## src/rtl/fifo2gmii_tx_pkg.sv

```systemverilog
// Shared definitions for the FIFO-to-GMII UDP video transmitter: FSM encoding,
// frame byte offsets, packet/length constants and the IPv4 header checksum helper.
package fifo2gmii_tx_pkg;

  typedef enum logic [2:0] {
    ST_IDLE,
    ST_PREAMBLE,
    ST_HEADER,
    ST_INFO,
    ST_PIXEL,
    ST_FCS,
    ST_IFG
  } state_e;

  localparam logic [10:0] OFF_HEADER     = 11'd8;
  localparam logic [10:0] OFF_INFO       = 11'd50;
  localparam logic [10:0] OFF_PIXEL      = 11'd53;
  localparam logic [10:0] OFF_FCS        = 11'd1333;
  localparam logic [10:0] FRAME_LEN      = 11'd1337;
  localparam logic [10:0] PIXELS_PER_PKT = 11'd640;
  localparam logic [15:0] IP_TOTAL_LEN   = 16'd1311;
  localparam logic [15:0] UDP_LEN        = 16'd1291;

  // Every header field except the addresses is fixed, so they are folded in as constants.
  function automatic logic [15:0] ip_checksum(input logic [31:0] src, input logic [31:0] dst);
    logic [19:0] sum;
    sum = 20'h04500 + 20'(IP_TOTAL_LEN) + 20'h04000 + 20'h04011
        + 20'(src[31:16]) + 20'(src[15:0]) + 20'(dst[31:16]) + 20'(dst[15:0]);
    sum = 20'(sum[15:0]) + 20'(sum[19:16]);
    sum = 20'(sum[15:0]) + 20'(sum[19:16]);
    return ~sum[15:0];
  endfunction

endpackage

```

## src/rtl/fifo2gmii_tx_crc32_d8.sv

```systemverilog
// One-byte step of the reflected Ethernet CRC-32 (poly 0x04C11DB7), LSB of the byte first.
module crc32_d8 (
  input  logic [31:0] i_crc,
  input  logic [7:0]  i_data,
  output logic [31:0] o_crc
);

  always_comb begin
    logic [31:0] v_crc;
    v_crc = i_crc;
    for (int i = 0; i < 8; i++) begin
      if (v_crc[0] ^ i_data[i]) v_crc = (v_crc >> 1) ^ 32'hEDB8_8320;
      else                      v_crc = v_crc >> 1;
    end
    o_crc = v_crc;
  end

endmodule

```

## src/rtl/fifo2gmii_tx.sv

```systemverilog
// Streams 640 FIFO pixel words per UDP/IPv4 Ethernet frame onto GMII:
// preamble, fixed headers, line info, pixels, CRC-32 FCS, then the inter-frame gap.
module fifo2gmii_tx
  import fifo2gmii_tx_pkg::*;
#(
  parameter logic [47:0] mac_src       = 48'h00_11_22_33_44_55,
  parameter logic [47:0] mac_dst       = 48'hFF_FF_FF_FF_FF_FF,
  parameter logic [31:0] ipv4_src      = {8'd192, 8'd168, 8'd0, 8'd2},
  parameter logic [31:0] ipv4_dst_base = {8'd192, 8'd168, 8'd0, 8'd1},
  parameter logic [15:0] src_port      = 16'd12345,
  parameter logic [15:0] dst_port      = 16'd12345,
  parameter logic [7:0]  ifg_len       = 8'd12
) (
  input  logic        clk125,
  input  logic        sys_rst_n,
  input  logic        id,
  input  logic [28:0] fifo_dout,
  input  logic [10:0] fifo_cnt,
  input  logic        fifo_empty,
  output logic        fifo_rd_en,
  output logic [7:0]  txd,
  output logic        tx_en,
  output logic        busy,
  output logic        underrun
);

  state_e       r_state, w_state_nxt;
  logic [10:0]  r_cnt, w_cnt_nxt;
  logic [31:0]  r_crc, w_crc_nxt, w_fcs;
  logic         r_x;
  logic [10:0]  r_y;
  logic         w_start, w_load;
  logic [10:0]  w_ifg_last;
  logic [31:0]  w_ip_dst;
  logic [15:0]  w_ip_csum;
  logic [335:0] w_hdr;
  logic [5:0]   w_hidx;
  logic [8:0]   w_hpos;
  logic [1:0]   w_fidx;
  logic         w_unused;

  assign w_start    = fifo_cnt >= PIXELS_PER_PKT;
  assign w_ifg_last = {3'b000, ifg_len} - 11'd1;
  assign w_ip_dst   = {ipv4_dst_base[31:8], ipv4_dst_base[7:0] + {7'd0, id}};
  assign w_ip_csum  = ip_checksum(ipv4_src, w_ip_dst);
  assign w_unused   = fifo_dout[28];

  // Frame bytes 8..49, first transmitted byte in the MSBs.
  assign w_hdr = {mac_dst, mac_src, 16'h0800,
                  8'h45, 8'h00, IP_TOTAL_LEN, 16'h0000, 16'h4000, 8'd64, 8'h11,
                  w_ip_csum, ipv4_src, w_ip_dst,
                  src_port, dst_port, UDP_LEN, 16'h0000};
  assign w_hidx = 6'(r_cnt - OFF_HEADER);
  assign w_hpos = 9'd335 - {w_hidx, 3'b000};
  assign w_fidx = 2'(r_cnt - OFF_FCS);
  assign w_fcs  = ~r_crc;

  // NOTE: every output of a combinational block gets a default first, so no path infers a latch.
  always_comb begin
    w_state_nxt = r_state;
    w_cnt_nxt   = r_cnt + 11'd1;
    case (r_state)
      ST_IDLE: begin
        w_cnt_nxt = '0;
        if (w_start) w_state_nxt = ST_PREAMBLE;
      end
      ST_PREAMBLE: if (r_cnt == OFF_HEADER - 11'd1) w_state_nxt = ST_HEADER;
      ST_HEADER:   if (r_cnt == OFF_INFO - 11'd1)   w_state_nxt = ST_INFO;
      ST_INFO:     if (r_cnt == OFF_PIXEL - 11'd1)  w_state_nxt = ST_PIXEL;
      ST_PIXEL:    if (r_cnt == OFF_FCS - 11'd1)    w_state_nxt = ST_FCS;
      ST_FCS: begin
        if (r_cnt == FRAME_LEN - 11'd1) begin
          w_state_nxt = ST_IFG;
          w_cnt_nxt   = '0;
        end
      end
      ST_IFG: begin
        if (r_cnt == w_ifg_last) begin
          w_state_nxt = w_start ? ST_PREAMBLE : ST_IDLE;
          w_cnt_nxt   = '0;
        end
      end
      default: begin
        w_state_nxt = ST_IDLE;
        w_cnt_nxt   = '0;
      end
    endcase
  end

  assign w_load = (w_state_nxt == ST_PREAMBLE) && (r_state != ST_PREAMBLE);

  always_comb begin
    txd        = 8'h00;
    tx_en      = 1'b0;
    fifo_rd_en = 1'b0;
    case (r_state)
      ST_PREAMBLE: begin
        tx_en = 1'b1;
        txd   = (r_cnt == OFF_HEADER - 11'd1) ? 8'hD5 : 8'h55;
      end
      ST_HEADER: begin
        tx_en = 1'b1;
        txd   = w_hdr[w_hpos -: 8];
      end
      ST_INFO: begin
        tx_en = 1'b1;
        if (r_cnt == OFF_INFO)              txd = 8'h00;
        else if (r_cnt == OFF_INFO + 11'd1) txd = r_y[7:0];
        else                                txd = {3'b000, r_x, 1'b0, r_y[10:8]};
      end
      ST_PIXEL: begin
        // Odd frame offsets carry the high byte; the low byte pops the FWFT word.
        tx_en      = 1'b1;
        fifo_rd_en = ~r_cnt[0];
        if (!fifo_empty) txd = r_cnt[0] ? fifo_dout[15:8] : fifo_dout[7:0];
      end
      ST_FCS: begin
        tx_en = 1'b1;
        txd   = w_fcs[{w_fidx, 3'b000} +: 8];
      end
      default: ;
    endcase
  end

  assign underrun = fifo_rd_en & fifo_empty;
  assign busy     = (r_state != ST_IDLE);

  crc32_d8 u_crc (
    .i_crc  (r_crc),
    .i_data (txd),
    .o_crc  (w_crc_nxt)
  );

  // NOTE: state registers use non-blocking assignments so every flop samples pre-edge values.
  always_ff @(posedge clk125 or negedge sys_rst_n) begin
    if (!sys_rst_n) begin
      r_state <= ST_IDLE;
      r_cnt   <= '0;
      r_crc   <= '1;
      r_x     <= 1'b0;
      r_y     <= '0;
    end else begin
      r_state <= w_state_nxt;
      r_cnt   <= w_cnt_nxt;
      if (r_state inside {ST_HEADER, ST_INFO, ST_PIXEL}) r_crc <= w_crc_nxt;
      else if (r_state != ST_FCS)                        r_crc <= '1;
      if (w_load) begin
        r_x <= fifo_dout[27];
        r_y <= fifo_dout[26:16];
      end
    end
  end

endmodule
```

## config.mk

```make
export PLATFORM = sky130hd
export DESIGN_NAME = fifo2gmii_tx
export DESIGN_NICKNAME = d
export VERILOG_FILES = /design/src/rtl/fifo2gmii_tx_pkg.sv /design/src/rtl/fifo2gmii_tx_crc32_d8.sv /design/src/rtl/fifo2gmii_tx.sv
export SDC_FILE = /design/constraint.sdc
export NUM_CORES = 1
export LEC_CHECK = 0
export BUFFER_PORTS_ARGS = -buffer_cell sky130_fd_sc_hd__buf_4
export CELL_PAD_IN_SITES_DETAIL_PLACEMENT = 1
export CELL_PAD_IN_SITES_GLOBAL_PLACEMENT = 2
export CORE_MARGIN = 3
export CORE_UTILIZATION = 38
export DETAILED_ROUTE_END_ITERATION = 6
export MAX_ROUTING_LAYER = met4
export PLACE_DENSITY = 0.88
export SYNTH_ARGS = -nofsm -noshare
export SYNTH_HDL_FRONTEND = slang
export SYNTH_SLANG_ARGS = --single-unit
```

## constraint.sdc

```tcl
create_clock -name clk125 -period 4.5 [get_ports clk125]
set_clock_uncertainty 0.05 [all_clocks]
set_input_delay 0 -clock clk125 [delete_from_list [all_inputs] [get_ports clk125]]
set_output_delay 0 -clock clk125 [all_outputs]
set_load 0.02 [all_outputs]
```

After elaboration in Yosys (flattened, before gate mapping)
Cells that the tools add are included.
{ "word_totals": {"reg_bits": 58, "latchBits": 0, "ram_bits": 0, "mem_bits_ro": 0, "inputBits": 44, "output_inout_bits": 12, "elab_cells": 90, "n_memories": 0} }
{ "classes": {"add_sub_neg": 8, "n_mul": 0, "n_div": 0, "n_lt_le_gt_ge": 1, "n_eq_ne": 17, "shift": 2, "n_mux": 30, "n_bitwise": 20, "n_reduce_logical": 7} }
{ "ops": {"columns": ["operator", "count"], "rows": [
  ["$shiftx A343 B10 Y8", 1],
  ["$mux W32", 10],
  ["$not A13 Y14", 8],
  ["$eq A11 B6 Y1 const B", 4],
  ["$mux W8", 5],
  ["$pmux W8 S5", 1],
  ["$pmux W11 S3", 1],
  ["$not A32 Y32", 1],
  ["$shiftx A32 B6 Y8", 1],
  ["$eq A11 B11 Y1 const B", 2],
  ["$mux W11", 2],
  ["$mux W3", 7],
  ["$pmux W3 S7", 1],
  ["$add A18 B2 Y19 const A", 1],
  ["$add A16 B3 Y17", 1],
  ["$add A16 B1 Y16", 1],
  ["$not A16 Y16", 1],
  ["$add A11 B1 Y11 const B", 1],
  ["$eq A11 B3 Y1 const B", 1],
  ["$eq A11 B4 Y1 const B", 1],
  ["$ge A11 B10 Y1 const B", 1],
  ["$eq A3 B3 Y1 const B", 3],
  ["$sub A9 B9 Y9 const A", 1],
  ["$xor A1 B1 Y1", 8],
  ["16 further kinds", 21]
]} }

Logic depth before layout (Yosys ltp)
{ "depth": {"ltp_word": 24, "ltp_mapped": 15, "depth_no_buf": 12} }

Hierarchy
From an unflattened synthesis, not the netlist that was laid out.
{ "hier_totals": {"cells_unflattened": 425, "hier_area_um2": 4521.8} }
{ "by_module_without_submodules": {"columns": ["mod", "instances", "cells_per_inst", "area_each_um2", "seq_area_each_um2"], "rows": [
  ["fifo2gmii_tx", 1, 355, 3752.3, 1491.4],
  ["crc32_d8", 1, 70, 769.5, 0.0]
]} }

Worst setup path before layout
OpenSTA, ideal clock, no wires.
{ "synth_path": {"path_type": "flip-flop to flip-flop", "startpoint": "reg r_cnt[1]", "endpoint": "reg r_crc[20]", "setup_time_ns": 0.087, "arrival_time_ns": 3.732, "t_required_ns": 4.363, "setup_slack_ns": 0.632, "stages_incl_launch_ff": 15, "n_path_buf": 3, "synth_period_minus_slack_ns": 3.868, "path_cell_list": "dfrtp_1 buf_2 inv_1 ha_1 buf_2 buf_1 mux2i_1 a211oi_1 o21ai_1 a31oi_2 xnor2_1 xor3_2 xnor3_1 mux2i_1 nand3_1"} }
{ "synth_between": {"elab_cells_between_ends": 32, "cone_classes": "add/sub (3); eq/ne (3); shift (2); mux (13); bitwise (11)"} }
{ "synth_lines": {"columns": ["element", "line", "text"], "rows": [
  ["from (decl)", "fifo2gmii_tx.sv:28", "logic [10:0] r_cnt, w_cnt_nxt;"],
  ["from (signal assigned)", "fifo2gmii_tx.sv:144", "r_cnt <= w_cnt_nxt;"],
  ["$sub A6 B4 Y6 or $eq A11 B6 Y1 (tied branches)", "fifo2gmii_tx.sv:53, fifo2gmii_tx.sv:108", null],
  ["$sub A9 B9 Y9 or $mux W8 (tied branches)", "fifo2gmii_tx.sv:54, fifo2gmii_tx.sv:108", null],
  ["$shiftx A343 B10 Y8 or $mux W8 (tied branches)", "fifo2gmii_tx.sv:103, fifo2gmii_tx.sv:107", null],
  ["$pmux W8 S5 *", "fifo2gmii_tx.sv:96", "case (r_state)"],
  ["named net txd[3]", "fifo2gmii_tx.sv:21", "output logic [7:0] txd,"],
  ["$xor A1 B1 Y1 *", "fifo2gmii_tx_crc32_d8.sv:12", "if (v_crc[0] ^ i_data[i]) v_crc = (v_crc >> 1) ^ 32'hEDB8_8320;"],
  ["$mux W32 *", "fifo2gmii_tx_crc32_d8.sv:12", null],
  ["$not A13 Y14 (no source line)", null, null],
  ["$mux W32 * (2 in series)", "fifo2gmii_tx_crc32_d8.sv:12", null],
  ["$not A13 Y14 (no source line)", null, null],
  ["$mux W32 *", "fifo2gmii_tx_crc32_d8.sv:12", null],
  ["$not A13 Y14 (no source line)", null, null],
  ["$mux W32 *", "fifo2gmii_tx_crc32_d8.sv:12", null],
  ["$mux W32 *", "fifo2gmii_tx.sv:145", "if (r_state inside {ST_HEADER, ST_INFO, ST_PIXEL}) r_crc <= w_crc_nxt;"],
  ["to (signal assigned)", "fifo2gmii_tx.sv:145", null],
  ["to (decl)", "fifo2gmii_tx.sv:29", "logic [31:0] r_crc, w_crc_nxt, w_fcs;"]
]} }
Mark *: on every way through the listed nets, which the timed path passes. The rest lies on a longest branch.
A chain may end at the register's enable or synchronous reset.

Worst setup path after layout
{ "layout_path": {"startpoint": "reg r_cnt[1]", "endpoint": "reg r_crc[18]"} }
{ "layout_between": {"elab_chain_cells": 17, "elab_cells_between_ends": 29, "cone_classes": "add/sub (3); eq/ne (2); shift (2); mux (12); bitwise (10)"} }
{ "layout_rtl": {"columns": ["element", "line"], "rows": [
  ["$sub A6 B4 Y6 or $eq A11 B6 Y1 (tied branches)", "fifo2gmii_tx.sv:53, fifo2gmii_tx.sv:108"],
  ["$sub A9 B9 Y9 or $mux W8 (tied branches)", "fifo2gmii_tx.sv:54, fifo2gmii_tx.sv:108"],
  ["$shiftx A343 B10 Y8 or $mux W8 (tied branches)", "fifo2gmii_tx.sv:103, fifo2gmii_tx.sv:107"],
  ["$pmux W8 S5 *", "fifo2gmii_tx.sv:96"],
  ["parallel branches: the longest is 10 deep, another holds $mux W32", null],
  ["$mux W32 * (2 in series)", "fifo2gmii_tx_crc32_d8.sv:12"],
  ["$mux W32 *", "fifo2gmii_tx.sv:145"]
]} }
Mark *: on every way between the ends.

==> summary.txt <==
Outcome
  • Outcome: finished clean

Timing
  • Unrepaired setup endpoints after global routing: false
  • Max_slew headroom: 16.9%
  • Final critical path time including I/O delays and setup: 4.26 ns
  • Number of failing setup endpoints in the final timing report: 0
  • Setup_tns: 0 ns
  • Final Hold Violating Endpoints: 0
  • Final number of max-transition violations: 0
  • Period utilization: 94.6%
  • Worst Max-Slew Pin Slew: 1.24 ns
  • Final WS setup: 0.243 ns
  • Peak clock frequency supported by timing: 0.235 GHz

Logic synthesis
  • Cell type with the highest aggregate area in the netlist: sky130_fd_sc_hd__dfstp_2
  • Area fraction of the dominant cell type after synthesis: 17.3%
  • Post-synthesis instance total: 497
  • Main flop type after synthesis: sky130_fd_sc_hd__dfstp_2
  • Post-synthesis average cell area: 9.79 µm²
  • Largest cells by area after synthesis: sky130_fd_sc_hd__dfstp_2 17%, sky130_fd_sc_hd__dfrtp_1 13%, sky130_fd_sc_hd__xnor2_1 7.7%
  • Async SR Flop Fraction: 100%
  • Synth unique cells: 80
  • Post-synthesis register bit count: 58
  • Synth Net Count: 555
  • Count of synthesis-stage warnings from yosys: 0
  • Post-synth EDFFs: 0
  • Synth Cell Area: 4860 µm²
  • Sequential share of the synthesized area: 30.7%

Setup path
  • Type of element launching the critical path: flop
  • Cells along the critical path: inv_1 > ha_1 > xor2_2 > buf_4 > nand3_1 > a21oi_1 > o211ai_1 > a21oi_1 > xnor2_2 > xnor2_1 > xor2_1 > or3_1 > nand4_1
  • Critical path's most frequent cell: sky130_fd_sc_hd__a21oi_1
  • Classification of the worst setup path: reg2reg
  • Maximum net fanout on the critical path: 13
  • Required time of the critical path: 4.72 ns
  • Buffers plus inverters on the worst setup path: 2
  • Largest incremental delay on the critical path: 0.62 ns
  • Crit. End Element: flop
  • Standard cell with the maximum stage delay on the critical path: sky130_fd_sc_hd__xnor2_1
  • Cell family with most CP delay: XOR/XNOR gates
  • Arrival time of data at the critical path endpoint: 4.48 ns

Die
  • Core outline area: 12300 µm²
  • IO Count: 56
  • Initial Util: 39.7%
  • Cell row count: 40
  • Area of the die: 14200 µm²
  • Vertical die dimension: 119 µm
  • Die outline width: 119 µm

Final layout
  • Layout net count: 607
  • Growth of design area from synthesis to finish: 19.9%
  • Diode insertion count for antenna repair: 0
  • Layout cells sized above 1: 29.6%

Placed design
  • Number of buffer cells added on primary ports: 47
  • Worst setup timing slack at the placement stage: 0.314 ns
  • Final Wtd Congestion: 0.888
  • Post-DP HPWL: 10700 µm

Global route
  • Maximum number of pins on one net before global-route repair: 59
  • First-pass GRT wire length: 24200 µm
  • All-Layer GR Usage: 22.3%
  • Vias in the first global route: 4342
  • Initial antenna violation count: 0
  • Gr ovfl total: 0

Clocking
  • Clk Tree Root Cell: sky130_fd_sc_hd__clkbuf_16
  • Clk slew on worst S/H paths: 0.05 ns
  • CTS max path bufs: 2
  • Post-CTS Setup Inserts: 0
  • TritonCTS clock tree: yes
  • Source-to-sink clock delay at the later pin of the worst-skew pair: 0.34 ns
  • Clock H-tree levels: 3
  • Clock buffers created by TritonCTS: 9
  • Clock sink count: 58

Drt
  • Drt initial violations: 254
  • Detailed-router iteration count before antenna repair: 4
  • DR WL/cell: 20.8 µm
  • Total via count in the routed design: 3956
  • Detail Route Antenna Nets: 0
  • Total detailed-routing wirelength: 15000 µm
  • Via-per-instance ratio: 5.48
  • Drc violations: 0

Hold path
  • Type of the tightest min-delay check: in2reg

Run
  • Max-cap violations: 0

Power and ir drop
  • Leakage: 2.46 nW
  • VDD IR max: 522 µV
  • Total power density per cell area: 663 nW/µm²
## routing by layer
layer	vias up	GRT usage, %	wire length, µm
met5	-	-	0
met4	0	6.08	205
met3	18	3.61	345
met2	51	37.9	7980
met1	1999	27.6	6490
li1	1888	-	-
## final cells by class
type | count | area (µm²)
clock inverters | 3 | 43.8
multi-input cells | 394 | 3180
flip-flops and latches | 58 | 1490
well taps | 168 | 210
clock buffers | 13 | 282
repair buffers | 73 | 581
fillers | 1400 | 6430
inverters | 13 | 48.8
## cells by family after synthesis
group / synth area share [%]
AOI/OAI and AO/OA: 15.8
and+or+nand+nor: 16.8
adders and majority gates: 3.60
xor gates and xnor gates: 18.4
DFF: 30.7
buffers and inverters: 4.37
muxes: 10.4
## power by group
part / total [mW] / internal, mW / switching [mW]
Sequential: 1.04 / 0.870 / 0.168
Clock: 0.747 / 0.492 / 0.255
Combinational: 2.08 / 1.07 / 1.01
## Yosys cell counts (8+ instances only)
master / n
sky130_fd_sc_hd__a21oi_1: 41
sky130_fd_sc_hd__buf_2: 13
sky130_fd_sc_hd__clkbuf_1: 9
sky130_fd_sc_hd__dfrtp_1: 26
sky130_fd_sc_hd__dfstp_2: 32
sky130_fd_sc_hd__ha_1: 14
sky130_fd_sc_hd__inv_1: 11
sky130_fd_sc_hd__mux2_2: 16
sky130_fd_sc_hd__mux2i_1: 14
sky130_fd_sc_hd__nand2_1: 28
sky130_fd_sc_hd__nand3_1: 18
sky130_fd_sc_hd__nor2_1: 44
sky130_fd_sc_hd__nor3_1: 12
sky130_fd_sc_hd__o21ai_0: 14
sky130_fd_sc_hd__o22a_1: 8
sky130_fd_sc_hd__xnor2_1: 43
sky130_fd_sc_hd__xor2_1: 19
## registers in the layout, indices dropped and copies added (netlist names)
signal and cells:
r_crc 32, r_cnt 11, r_y 11, r_state 3, r_x 1
## timing repair
action	in CTS	in global routing
endpoints found under the hold margin	38	0
gates resized for setup	0	2
setup endpoints to repair	0	4
hold buffers	13	0
## stage by stage
step                      total power, mW  utilization (%)  std cells  instance area (µm²)  hold WS (ns)
after floorplan                      2.68                -        497                 4860        -0.346
after global placement               3.00             43.8        693                 5370        0.0626
after detailed placement             3.10             43.8        693                 5370        0.0750
after CTS                            3.90             47.5        722                 5820         0.207
after global routing                 4.13             47.6        722                 5830         0.275
final                                3.86             47.6        722                 5830         0.202
## worst reg2reg max path, cell delays in order (launching register included)
cell,delay (ns)
sky130_fd_sc_hd__dfrtp_1,0.40
sky130_fd_sc_hd__inv_1,0.21
sky130_fd_sc_hd__ha_1,0.52
sky130_fd_sc_hd__xor2_2,0.39
sky130_fd_sc_hd__buf_4,0.24
sky130_fd_sc_hd__nand3_1,0.11
sky130_fd_sc_hd__a21oi_1,0.16
sky130_fd_sc_hd__o211ai_1,0.15
sky130_fd_sc_hd__a21oi_1,0.47
sky130_fd_sc_hd__xnor2_2,0.26
sky130_fd_sc_hd__xnor2_1,0.62
sky130_fd_sc_hd__xor2_1,0.18
sky130_fd_sc_hd__or3_1,0.35
sky130_fd_sc_hd__nand4_1,0.11
## final timing paths
path                       slack (ns)    startpoint    endpoint  depth (start not counted)
min in group asynchronous        0.23     sys_rst_n      r_y[2]                          2
min                              0.20  fifo_cnt[10]  r_state[0]                          5
min reg2reg                      0.46     r_crc[26]   r_crc[26]                          2
max in group asynchronous        3.65     sys_rst_n    r_cnt[5]                          2
max                              0.24      r_cnt[1]   r_crc[18]                         13
max reg2reg                      0.24      r_cnt[1]   r_crc[18]                         13
## placed cells by master (no fill, tap or decap), types with 3 or more instances in the layout
| master | netlist | routed |
|---|---|---|
| sky130_fd_sc_hd__a211oi_1 | 3 | 3 |
| sky130_fd_sc_hd__a21oi_1 | 41 | 41 |
| sky130_fd_sc_hd__a31oi_1 | 7 | 7 |
| sky130_fd_sc_hd__and2_1 | 4 | 4 |
| sky130_fd_sc_hd__and3_1 | 5 | 5 |
| sky130_fd_sc_hd__buf_4 | 3 | 60 |
| sky130_fd_sc_hd__clkbuf_16 | 0 | 10 |
| sky130_fd_sc_hd__dfrtp_1 | 26 | 26 |
| sky130_fd_sc_hd__dfstp_2 | 32 | 32 |
| sky130_fd_sc_hd__dlygate4sd3_1 | 0 | 13 |
| sky130_fd_sc_hd__ha_1 | 14 | 13 |
| sky130_fd_sc_hd__inv_1 | 11 | 11 |
| sky130_fd_sc_hd__mux2_2 | 16 | 16 |
| sky130_fd_sc_hd__mux2i_1 | 14 | 14 |
| sky130_fd_sc_hd__mux4_2 | 7 | 7 |
| sky130_fd_sc_hd__nand2_1 | 28 | 28 |
| sky130_fd_sc_hd__nand2b_1 | 6 | 6 |
| sky130_fd_sc_hd__nand3_1 | 18 | 18 |
| sky130_fd_sc_hd__nand4_1 | 4 | 4 |
| sky130_fd_sc_hd__nor2_1 | 44 | 44 |
| sky130_fd_sc_hd__nor2b_1 | 4 | 4 |
| sky130_fd_sc_hd__nor3_1 | 12 | 12 |
| sky130_fd_sc_hd__nor4_1 | 5 | 4 |
| sky130_fd_sc_hd__o211ai_1 | 4 | 4 |
| sky130_fd_sc_hd__o21ai_0 | 14 | 14 |
| sky130_fd_sc_hd__o21ai_1 | 3 | 3 |
| sky130_fd_sc_hd__o22a_1 | 8 | 8 |
| sky130_fd_sc_hd__o22ai_1 | 3 | 3 |
| sky130_fd_sc_hd__or3_1 | 3 | 3 |
| sky130_fd_sc_hd__xnor2_1 | 43 | 42 |
| sky130_fd_sc_hd__xnor2_2 | 3 | 4 |
| sky130_fd_sc_hd__xnor3_1 | 5 | 5 |
| sky130_fd_sc_hd__xor2_1 | 19 | 19 |
| sky130_fd_sc_hd__xor2_2 | 5 | 5 |
No activity file was read; power rests on OpenSTA's default activity.
